[src/rtl/fifo_wr_arbiter_pkg.sv]
// Shared types and default configuration for the FIFO write-port arbiter.
// Widths GW/CW follow the default requester count and burst length.
package fifo_wr_arb_pkg;

  typedef enum logic {
    IDLE  = 1'b0,
    BURST = 1'b1
  } arb_state_t;

  localparam int NREQ_DFLT      = 4;
  localparam int DW_DFLT        = 8;
  localparam int MAX_BURST_DFLT = 4;

  localparam int GW = $clog2(NREQ_DFLT);
  localparam int CW = $clog2(MAX_BURST_DFLT + 1);

endpackage

[src/rtl/fifo_wr_arbiter_if.sv]
// Requester-side handshake plus FIFO write port; slave is the arbiter's view.
interface fifo_wr_arbiter_if
  import fifo_wr_arb_pkg::*;
#(
  parameter int NREQ = NREQ_DFLT,
  parameter int DW   = DW_DFLT
);

  logic [NREQ-1:0]    req_valid;
  logic [NREQ*DW-1:0] req_data;
  logic [NREQ-1:0]    req_last;
  logic [NREQ-1:0]    req_ready;
  logic               full_flag;
  logic               w_enbl;
  logic [DW-1:0]      w_data;
  logic [GW-1:0]      grant_id;
  logic               busy;

  modport master (
    output req_valid, req_data, req_last, full_flag,
    input  req_ready, w_enbl, w_data, grant_id, busy
  );

  modport slave (
    input  req_valid, req_data, req_last, full_flag,
    output req_ready, w_enbl, w_data, grant_id, busy
  );

endinterface

[src/rtl/fifo_wr_arbiter_rr_priority_picker.sv]
// Round-robin picker: first set req bit searching upward from last+1, wrapping.
// Purely combinational; no backpressure of its own.
module rr_priority_picker
  import fifo_wr_arb_pkg::*;
#(
  parameter int NREQ = NREQ_DFLT
) (
  input  logic [NREQ-1:0] req,
  input  logic [GW-1:0]   last,
  output logic [GW-1:0]   winner,
  output logic            any
);

  logic          found;
  logic [GW-1:0] cand;

  always_comb begin
    winner = '0;
    found  = 1'b0;
    cand   = '0;
    for (int k = 1; k <= NREQ; k++) begin
      cand = GW'((int'(last) + k) % NREQ);
      if (!found && req[cand]) begin
        winner = cand;
        found  = 1'b1;
      end
    end
    any = |req;
  end

endmodule

[src/rtl/fifo_wr_arbiter.sv]
// Shares the FIFO write port among NREQ requesters in atomic round-robin bursts.
// Grant 1 cycle after request; beats are combinational and stall on full_flag.
module fifo_wr_arbiter
  import fifo_wr_arb_pkg::*;
#(
  parameter int NREQ      = NREQ_DFLT,
  parameter int DW        = DW_DFLT,
  parameter int MAX_BURST = MAX_BURST_DFLT
) (
  input  logic             w_clk,
  input  logic             w_resetn,
  fifo_wr_arbiter_if.slave bus
);

  // Counter and grant widths come from the package; reject configs they cannot hold.
  if (NREQ < 2 || MAX_BURST < 1 || GW != $clog2(NREQ) || CW != $clog2(MAX_BURST + 1))
  begin : g_cfg_chk
    $error("fifo_wr_arbiter: parameters inconsistent with fifo_wr_arb_pkg widths");
  end

  arb_state_t    state;
  arb_state_t    state_nxt;
  logic [GW-1:0] grant_id;
  logic [GW-1:0] rr_last;
  logic [GW-1:0] winner;
  logic [CW-1:0] beat_cnt;
  logic          any_req;
  logic          g_valid;
  logic          g_last;
  logic [DW-1:0] g_data;
  logic          xfer;
  logic          burst_end;

  rr_priority_picker #(
    .NREQ (NREQ)
  ) u_picker (
    .req    (bus.req_valid),
    .last   (rr_last),
    .winner (winner),
    .any    (any_req)
  );

  assign g_valid = bus.req_valid[grant_id];
  assign g_last  = bus.req_last[grant_id];
  assign g_data  = bus.req_data[grant_id*DW +: DW];

  assign xfer      = (state == BURST) && g_valid && !bus.full_flag;
  assign burst_end = xfer && (g_last || (beat_cnt == CW'(MAX_BURST - 1)));

  always_ff @(posedge w_clk or negedge w_resetn) begin
    if (!w_resetn) begin
      state <= IDLE;
    end else begin
      state <= state_nxt;
    end
  end

  always_comb begin
    state_nxt = state;
    case (state)
      IDLE:    if (any_req)   state_nxt = BURST;
      BURST:   if (burst_end) state_nxt = IDLE;
      default: state_nxt = IDLE;
    endcase
  end

  always_comb begin
    bus.req_ready = '0;
    bus.w_enbl    = 1'b0;
    bus.w_data    = '0;
    bus.busy      = 1'b0;
    if (state == BURST) begin
      bus.req_ready[grant_id] = !bus.full_flag;
      bus.w_enbl              = xfer;
      bus.w_data              = g_data;
      bus.busy                = 1'b1;
    end
  end

  // rr_last starts at NREQ-1 so requester 0 has first priority after reset.
  always_ff @(posedge w_clk or negedge w_resetn) begin
    if (!w_resetn) begin
      grant_id <= '0;
      rr_last  <= GW'(NREQ - 1);
      beat_cnt <= '0;
    end else if (state == IDLE) begin
      if (any_req) begin
        grant_id <= winner;
        rr_last  <= winner;
        beat_cnt <= '0;
      end
    end else if (xfer) begin
      beat_cnt <= beat_cnt + CW'(1);
    end
  end

  assign bus.grant_id = grant_id;

endmodule

[src/flat_wrapper.sv]
// flat-port wrapper written by rule: the top's interface ports become plain ports
module fifo_wr_arbiter_flat import fifo_wr_arb_pkg::*;
#(
  parameter int NREQ      = NREQ_DFLT,
  parameter int DW        = DW_DFLT,
  parameter int MAX_BURST = MAX_BURST_DFLT
)
  (w_clk, w_resetn, bus_req_valid, bus_req_data, bus_req_last, bus_full_flag, bus_req_ready, bus_w_enbl, bus_w_data, bus_grant_id, bus_busy);
  fifo_wr_arbiter_if #(.NREQ(NREQ), .DW(DW)) bus_i ();
  input  logic w_clk;
  input  logic w_resetn;
  input wire logic [$bits(bus_i.req_valid)-1:0] bus_req_valid;
  input wire logic [$bits(bus_i.req_data)-1:0] bus_req_data;
  input wire logic [$bits(bus_i.req_last)-1:0] bus_req_last;
  input wire logic [$bits(bus_i.full_flag)-1:0] bus_full_flag;
  output wire logic [$bits(bus_i.req_ready)-1:0] bus_req_ready;
  output wire logic [$bits(bus_i.w_enbl)-1:0] bus_w_enbl;
  output wire logic [$bits(bus_i.w_data)-1:0] bus_w_data;
  output wire logic [$bits(bus_i.grant_id)-1:0] bus_grant_id;
  output wire logic [$bits(bus_i.busy)-1:0] bus_busy;
  assign bus_i.req_valid = bus_req_valid;
  assign bus_i.req_data = bus_req_data;
  assign bus_i.req_last = bus_req_last;
  assign bus_i.full_flag = bus_full_flag;
  assign bus_req_ready = bus_i.req_ready;
  assign bus_w_enbl = bus_i.w_enbl;
  assign bus_w_data = bus_i.w_data;
  assign bus_grant_id = bus_i.grant_id;
  assign bus_busy = bus_i.busy;
  fifo_wr_arbiter #(.NREQ(NREQ), .DW(DW), .MAX_BURST(MAX_BURST)) u_core (.w_clk(w_clk), .w_resetn(w_resetn), .bus(bus_i));
endmodule
[config.mk]
export PLATFORM = sky130hd
export DESIGN_NAME = fifo_wr_arbiter_flat
export DESIGN_NICKNAME = d
export VERILOG_FILES = /design/src/rtl/fifo_wr_arbiter_pkg.sv /design/src/rtl/fifo_wr_arbiter_if.sv /design/src/rtl/fifo_wr_arbiter_rr_priority_picker.sv /design/src/rtl/fifo_wr_arbiter.sv /design/src/flat_wrapper.sv
export SDC_FILE = /design/constraint.sdc
export NUM_CORES = 1
export LEC_CHECK = 0
export CORE_ASPECT_RATIO = 0.75
export CORE_MARGIN = 5
export CORE_UTILIZATION = 30
export CTS_CLUSTER_DIAMETER = 50
export DETAILED_ROUTE_END_ITERATION = 10
export HOLD_SLACK_MARGIN = 0.15
export PLACE_DENSITY_LB_ADDON = 0.3
export SLEW_MARGIN = 30
export SYNTH_ARGS = -nofsm -noshare
export SYNTH_HDL_FRONTEND = slang
export SYNTH_HIERARCHICAL = 1
export SYNTH_SLANG_ARGS = --single-unit
[constraint.sdc]
create_clock -name w_clk -period 1.7 [get_ports w_clk]
set_clock_uncertainty 0.1 [all_clocks]
set_input_delay 0.425 -clock w_clk [delete_from_list [all_inputs] [get_ports w_clk]]
set_output_delay 0.425 -clock w_clk [all_outputs]
set_load 0.03 [all_outputs]
==> results.sh, run 1 <==
export IMPL_utilization_pct=64.9
export IMPL_outcome="complete, but fails checks"
export IMPL_grt_overflow=0
export IMPL_drv_cap=0
export IMPL_critPathArrivalTime_ns=1.69
export IMPL_critical_path_class="flop to output pin"
export IMPL_antenna_found_initial=0
export IMPL_synth_area_leaders="dfrtp_1, mux4_2, mux2i_1"
export IMPL_cts_tree="yes"
export IMPL_synth_top_cells_by_count="nand2_1, and2_1, mux2i_1, nor2_1"
export IMPL_slew_violations=0
export IMPL_p_switching_uw=1250
export IMPL_ir_drop_uv=736
export IMPL_violations="negative setup slack"
export IMPL_grt_use_total_pct=15.7
export IMPL_crit_buf_inv=3
export IMPL_synth_top_flop_cell="dfrtp_1"
export IMPL_first_pass_iters=4
export IMPL_fmax_mhz=451
export IMPL_clkSlewWorstSetupHoldPaths_ns=0.06
export IMPL_rsz0062_at_grt="yes"
export IMPL_internal_power_uw=1650
export IMPL_syn_area_sq_um=795
export IMPL_io_pin_count=59
export IMPL_cts_htree_levels=1
export IMPL_min_period_ns=2.22
export IMPL_antenna_cells=0
export IMPL_vias_per_cell=4.82
export IMPL_clk_path_buf_depth=2
export IMPL_drt_iter0_drc=7
export IMPL_pwr_share_comb_pct=79.9
export IMPL_cpMostUsedCell="buf_6"
export IMPL_die_area_sq_um=3790
export IMPL_yosysWarnings=6
export IMPL_p_leak_uw=0.000764
export IMPL_num_nets_final=204
export IMPL_fillers=200
export IMPL_yosysMostFrequentCell="nand2_1"
export IMPL_power_switching_share_pct=43.1
export IMPL_synth_edf_count=0
export IMPL_cts_sinks=8
export IMPL_synth_yosys_seq_area_share_pct=25.5
export IMPL_core_area_sq_um=2580
export IMPL_period_share_pct=130
export IMPL_whs_ns=0.344
export IMPL_netlist_instances=80
export IMPL_top_layer="met4"
export IMPL_slowest_stage="dfrtp_2"
export IMPL_io_buffers=58
export IMPL_worst_pin_slew_ns=0.364
export IMPL_grt_pass1_wl_um=4550
export IMPL_start_util_pct=30.8
export IMPL_ys_ff_latch=8
export IMPL_dr_wl_met3_um=243
export IMPL_netlist_cell_type_count=23
export IMPL_slowest_delay_ns=0.42
export IMPL_die_h_um=54.6
export IMPL_die_x_um=69.4
export IMPL_final_hold_viol_count=0
export IMPL_row_count=16
export IMPL_avgSynthCellArea_sq_um=9.93
export IMPL_cts_made_buffers=3
export IMPL_grt_max_degree=13
export IMPL_synth_top_area_share_pct=18.9
export IMPL_hp_class="primary input to async pin"
export IMPL_area_growth_pct=111
export IMPL_post_route_drc_count=0
export IMPL_postSynth_asyncResetShare_pct=100
export IMPL_synth_nets=125
export IMPL_dr_total_vias=936
export IMPL_wl_met2_um=1510
export IMPL_drt_total_wl_um=2860
export IMPL_worst_slack_ns=-0.515
export IMPL_clkLatencyLatePin_ns=0.26
export IMPL_cts_root_buffer_cell="clkbuf_4"
export IMPL_power_per_cell_area_nw_per_um2=1730
export IMPL_end_kind="output pin"
export IMPL_crit_chain="buf_6, buf_6, or3b_4, o22ai_4, buf_6"
export IMPL_grt_pass1_vias=1001
export IMPL_worstSetupStartpointType="flop"
export IMPL_place_gp_congestion=0.810
export IMPL_drt_wirelength_per_cell_um=14.7
export IMPL_required_ns=1.17
export IMPL_setup_viol=17
export IMPL_drt_met1_wl_um=1080
export IMPL_relSlewSlack_pct=75.7
export IMPL_power_frac_clock_pct=5.4
export IMPL_ant_nets=0
export IMPL_synth_top_area_cell="dfrtp_1"
export IMPL_crit_path_max_fanout=4
export IMPL_pwr_share_seq_pct=14.6
export IMPL_dp_hpwl_um=2130
export IMPL_drive_gt1_share_pct=42.4
export IMPL_crit_family="flip-flops"
-- area by class of cell --
type	count	area (sq um)	area share (%)
Inverter	4	15.0	0.896
Clock buffer	4	26.3	1.57
Tap cell	36	45.0	2.69
Sequential cell	8	206	12.3
Timing Repair Buffer	78	777	46.3
Multi-Input combinational cell	64	607	36.2
-- cell families after synthesis --
logic type               count (synthesis)  share of synthesized area, %
multiplexers                            16                          33.7
AND/OR/NAND/NOR                         38                          24.1
flip-flops                               8                          25.5
AO/OA/AOI/OAI                            8                          8.50
adder cells (fa/ha/maj)                  2                          3.15
buffers and inverters                    8                          5.04
-- path summary, 6_finish.rpt --
path                                        start                      to  slack (ns)  cells past startpoint
setup / recovery           u_core/bus.grant_id[0]              bus_w_enbl       -0.52                      5
hold / removal                           w_resetn  u_core/bus.grant_id[1]        0.34                      1
setup reg to reg           u_core/bus.grant_id[0]      u_core/beat_cnt[2]       -0.19                      7
hold reg to reg                u_core/beat_cnt[0]      u_core/beat_cnt[0]        0.38                      1
max in group asynchronous                w_resetn       u_core/rr_last[0]        0.85                      1
min in group w_clk             u_core/beat_cnt[0]      u_core/beat_cnt[0]        0.38                      1
-- timing repair --
item,CTS,global route
setup endpoints to repair,17,19
gates resized for setup,74,15
buffers inserted,8,3
endpoints found under the hold margin,0,0
pin swaps,2,3
hold buffers,0,0
-- metal layers --
metal | global-route usage, % | vias to the layer above
met1 | 16.1 | 446
met3 | 5.32 | 4
met4 | 3.90 | 0
li1 | - | 442
met5 | 0 | -
met2 | 31.5 | 44
-- cells in the final DEF (no fill, tap or decap), drive strengths merged --
cell type / n
buf: 36
clkdlybuf4s50: 27
nand2: 15
dlygate4sd2: 12
and2: 8
mux2i: 8
mux4: 8
nor2: 8
dfrtp: 6
inv: 4
clkbuf: 4
dlymetal6s2s: 3
a21oi: 3
a31oi: 2
nor2b: 2
nand2b: 2
ha: 2
dfstp: 2
nand3b: 2
or3b: 1
o22ai: 1
o21ai: 1
o221ai: 1
-- per-stage QoR --
stage | power (uW) | instances | instance area [sq um] | worst slack, ns | setup TNS, ns
after CTS | 2760 | 192 | 1620 | -0.503 | -5.95
final | 2900 | 194 | 1680 | -0.515 | -6.06
after global routing | 3070 | 194 | 1680 | -0.561 | -6.85
after global placement | 2350 | 182 | 1510 | -0.892 | -10.03
after detailed placement | 2400 | 182 | 1510 | -0.918 | -10.49
after floorplan | 1730 | 80 | 846 | -0.182 | -1.31
-- power by group through the flow --
stage | logic, uW | clock network [uW] | registers [uW]
2_1_floorplan | 1280 | 0 | 448
3_3_place_gp | 1850 | 0 | 499
3_5_place_dp | 1890 | 0 | 505
4_1_cts | 2140 | 165 | 454
5_1_grt | 2450 | 174 | 444
6_report | 2320 | 158 | 425
-- sequential cells by signal, summed over array words and instances, names as in the netlist --
register             flops
u_core/beat_cnt          3
u_core/bus.grant_id      2
u_core/rr_last           2
u_core/state             1
No activity file was read; power rests on OpenSTA's default activity.
==> run 2, diff against run 1 <==
- ABC_AREA: not set -> 1
- CORE_UTILIZATION: 30 -> 33
- SYNTH_HIERARCHICAL: 1 -> not set
==> results.sh, run 2 <==
export IMPL_synth_top_area_cell="nand2_1"
export IMPL_min_period_ns=2.05
export IMPL_final_cell_mix="nand2_1, clkdlybuf4s50_1, buf_4, nand2_2, buf_6"
export IMPL_netlist_cell_type_count=27
export IMPL_fmax_mhz=488
export IMPL_clkLatencyLatePin_ns=0.23
export IMPL_drv_cap=0
export IMPL_cts_htree_levels=1
export IMPL_syn_area_sq_um=921
export IMPL_yosysWarnings=0
export IMPL_largest_register_ffs=3
export IMPL_worst_slack_ns=-0.347
export IMPL_total_power_uw=3990
export IMPL_required_ns=1.17
export IMPL_regToRegSetupSlack_ns=-0.04
export IMPL_postSynth_asyncResetShare_pct=100
export IMPL_core_area_sq_um=2640
export IMPL_power_per_cell_area_nw_per_um2=1860
export IMPL_drt_total_wl_um=4540
export IMPL_crit_path_max_fanout=9
export IMPL_start_util_pct=34.8
export IMPL_dr_total_vias=1429
export IMPL_cts_made_buffers=3
export IMPL_row_count=16
export IMPL_grt_overflow=0
export IMPL_crit_family="flip-flops"
export IMPL_drive_gt1_share_pct=52.3
export IMPL_critPathArrivalTime_ns=1.52
export IMPL_dp_hpwl_um=3120
export IMPL_slowest_stage="dfrtp_2"
export IMPL_grt_max_degree=11
export IMPL_top_register="u_core.beat_cnt"
export IMPL_slew_violations=0
export IMPL_drt_iter0_drc=53
export IMPL_setup_viol=16
export IMPL_relSlewSlack_pct=76.3
export IMPL_io_pin_count=59
export IMPL_clkSlewWorstSetupHoldPaths_ns=0.04
export IMPL_antenna_found_initial=0
export IMPL_synth_area_leaders="nand2_1, dfrtp_1, a22oi_1"
export IMPL_io_buffers=58
export IMPL_num_nets_final=283
export IMPL_utilization_pct=81.4
export IMPL_p_leak_uw=0.000935
export IMPL_end_kind="output pin"
export IMPL_post_place_ws_ns=-0.400
export IMPL_first_pass_iters=4
export IMPL_cts_root_buffer_cell="clkbuf_8"
export IMPL_period_share_pct=120
export IMPL_crit_buf_inv=3
export IMPL_critPathCapture="bus_w_data[6]"
export IMPL_yosysMostFrequentCell="nand2_1"
export IMPL_fillers=159
export IMPL_antenna_cells=0
export IMPL_hp_class="primary input to async pin"
export IMPL_synth_edf_count=0
export IMPL_avgSynthCellArea_sq_um=6.40
export IMPL_synth_yosys_seq_area_share_pct=22.0
export IMPL_area_growth_pct=134
export IMPL_place_gp_congestion=0.836
export IMPL_die_h_um=55.8
export IMPL_worst_pin_slew_ns=0.354
export IMPL_outcome="complete, but fails checks"
export IMPL_vias_per_cell=5.23
export IMPL_grt_pass1_vias=1409
export IMPL_grt_pass1_wl_um=6710
export IMPL_ir_drop_uv=1150
export IMPL_grt_use_total_pct=20.8
export IMPL_final_common_cell="nand2_1"
export IMPL_multi_input_area_sq_um=917
export IMPL_regArea_sq_um=206
export IMPL_synth_top_flop_cell="dfrtp_1"
export IMPL_rsz0062_at_grt="yes"
export IMPL_violations="negative setup slack"
export IMPL_final_cell_count_no_fill=273
export IMPL_die_x_um=71.0
export IMPL_ys_ff_latch=8
export IMPL_critical_path_class="flop to output pin"
export IMPL_slowest_delay_ns=0.45
export IMPL_worstSetupStartpointType="flop"
export IMPL_ctsHoldBuffers=0
export IMPL_cts_sinks=8
export IMPL_synth_top_area_share_pct=25.3
export IMPL_post_route_drc_count=0
export IMPL_final_hold_viol_count=0
export IMPL_synth_nets=189
export IMPL_die_area_sq_um=3960
export IMPL_reg2reg_depth=11
export IMPL_place_inst=260
export IMPL_netlist_instances=144
export IMPL_worstSetupPathDepth=6
export IMPL_ant_nets=0
export IMPL_reg_top3="u_core.beat_cnt: 3 flops, u_core.bus.grant_id: 2 flops, u_core.rr_last: 2 flops"
export IMPL_r2r_end="u_core.bus.grant_id[0]"
export IMPL_synth_top_cells_by_count="nand2_1, a22oi_1, a31oi_1, inv_1, nand3_1"
export IMPL_cts_tree="yes"
export IMPL_clk_path_buf_depth=2
export IMPL_crit_chain="inv_4, nand2_2, inv_6, a22oi_2, a31oi_4, buf_4"
export IMPL_crit_start="u_core.bus.grant_id[1]"
export IMPL_drt_wirelength_per_cell_um=16.6
export IMPL_r2r_start="u_core.rr_last[0]"
-- run 2: metal layers --
layer	vias up	GRT usage (%)	wire, um
met5	-	0	0
met4	0	7.51	180
met3	25	3.25	242
met2	73	36.7	2470
met1	661	25.3	1660
li1	670	-	-
-- run 2: worst min-delay path by stage --
stage                               to                from  cells after the start
floorplan           u_core.beat_cnt[0]            w_resetn                      0
global placement    u_core.beat_cnt[1]  u_core.beat_cnt[1]                      2
detailed placement  u_core.beat_cnt[0]  u_core.beat_cnt[0]                      1
CTS                 u_core.beat_cnt[2]            w_resetn                      1
global route        u_core.beat_cnt[1]            w_resetn                      1
finish              u_core.beat_cnt[1]            w_resetn                      1
-- run 2: logic make-up (layout without fill, tap and decap cells) --
group | after synthesis | in the layout | share of synthesized area [%]
compound gates | 29 | 29 | 21.5
fa+ha+maj | 2 | 2 | 2.72
buf+inv | 19 | 112 | 10.7
flops | 8 | 8 | 22.0
simple gates | 86 | 86 | 43.1
-- run 2: metrics by stage --
stage / hold slack, ns / TNS [ns] / instance area, sq um
CTS: 0.370 / -2.83 / 2000
finish: 0.371 / -3.43 / 2150
global route: 0.400 / -4.36 / 2150
global placement: 0.359 / -4.45 / 1830
floorplan: 0.0294 / -0.388 / 1080
detailed placement: 0.388 / -5.23 / 1830
-- run 2: power by group --
part | switching (uW) | leakage [uW] | internal, uW
clock network | 75.5 | 0.0000228 | 163
registers | 159 | 0.0000929 | 301
logic | 1830 | 0.000820 | 1460
-- run 2: area by class of cell --
type | instances | share of cell area (%)
clock buffers | 4 | 2.09
repair buffers | 91 | 39.0
flip-flops and latches | 8 | 9.60
inverters | 17 | 4.60
well taps | 36 | 2.09
multi-input cells | 117 | 42.6
-- run 2: timing repair --
action,CTS,global route
pin swaps,12,17
buffers inserted,4,6
resized for setup,35,33
setup endpoints to repair,17,18
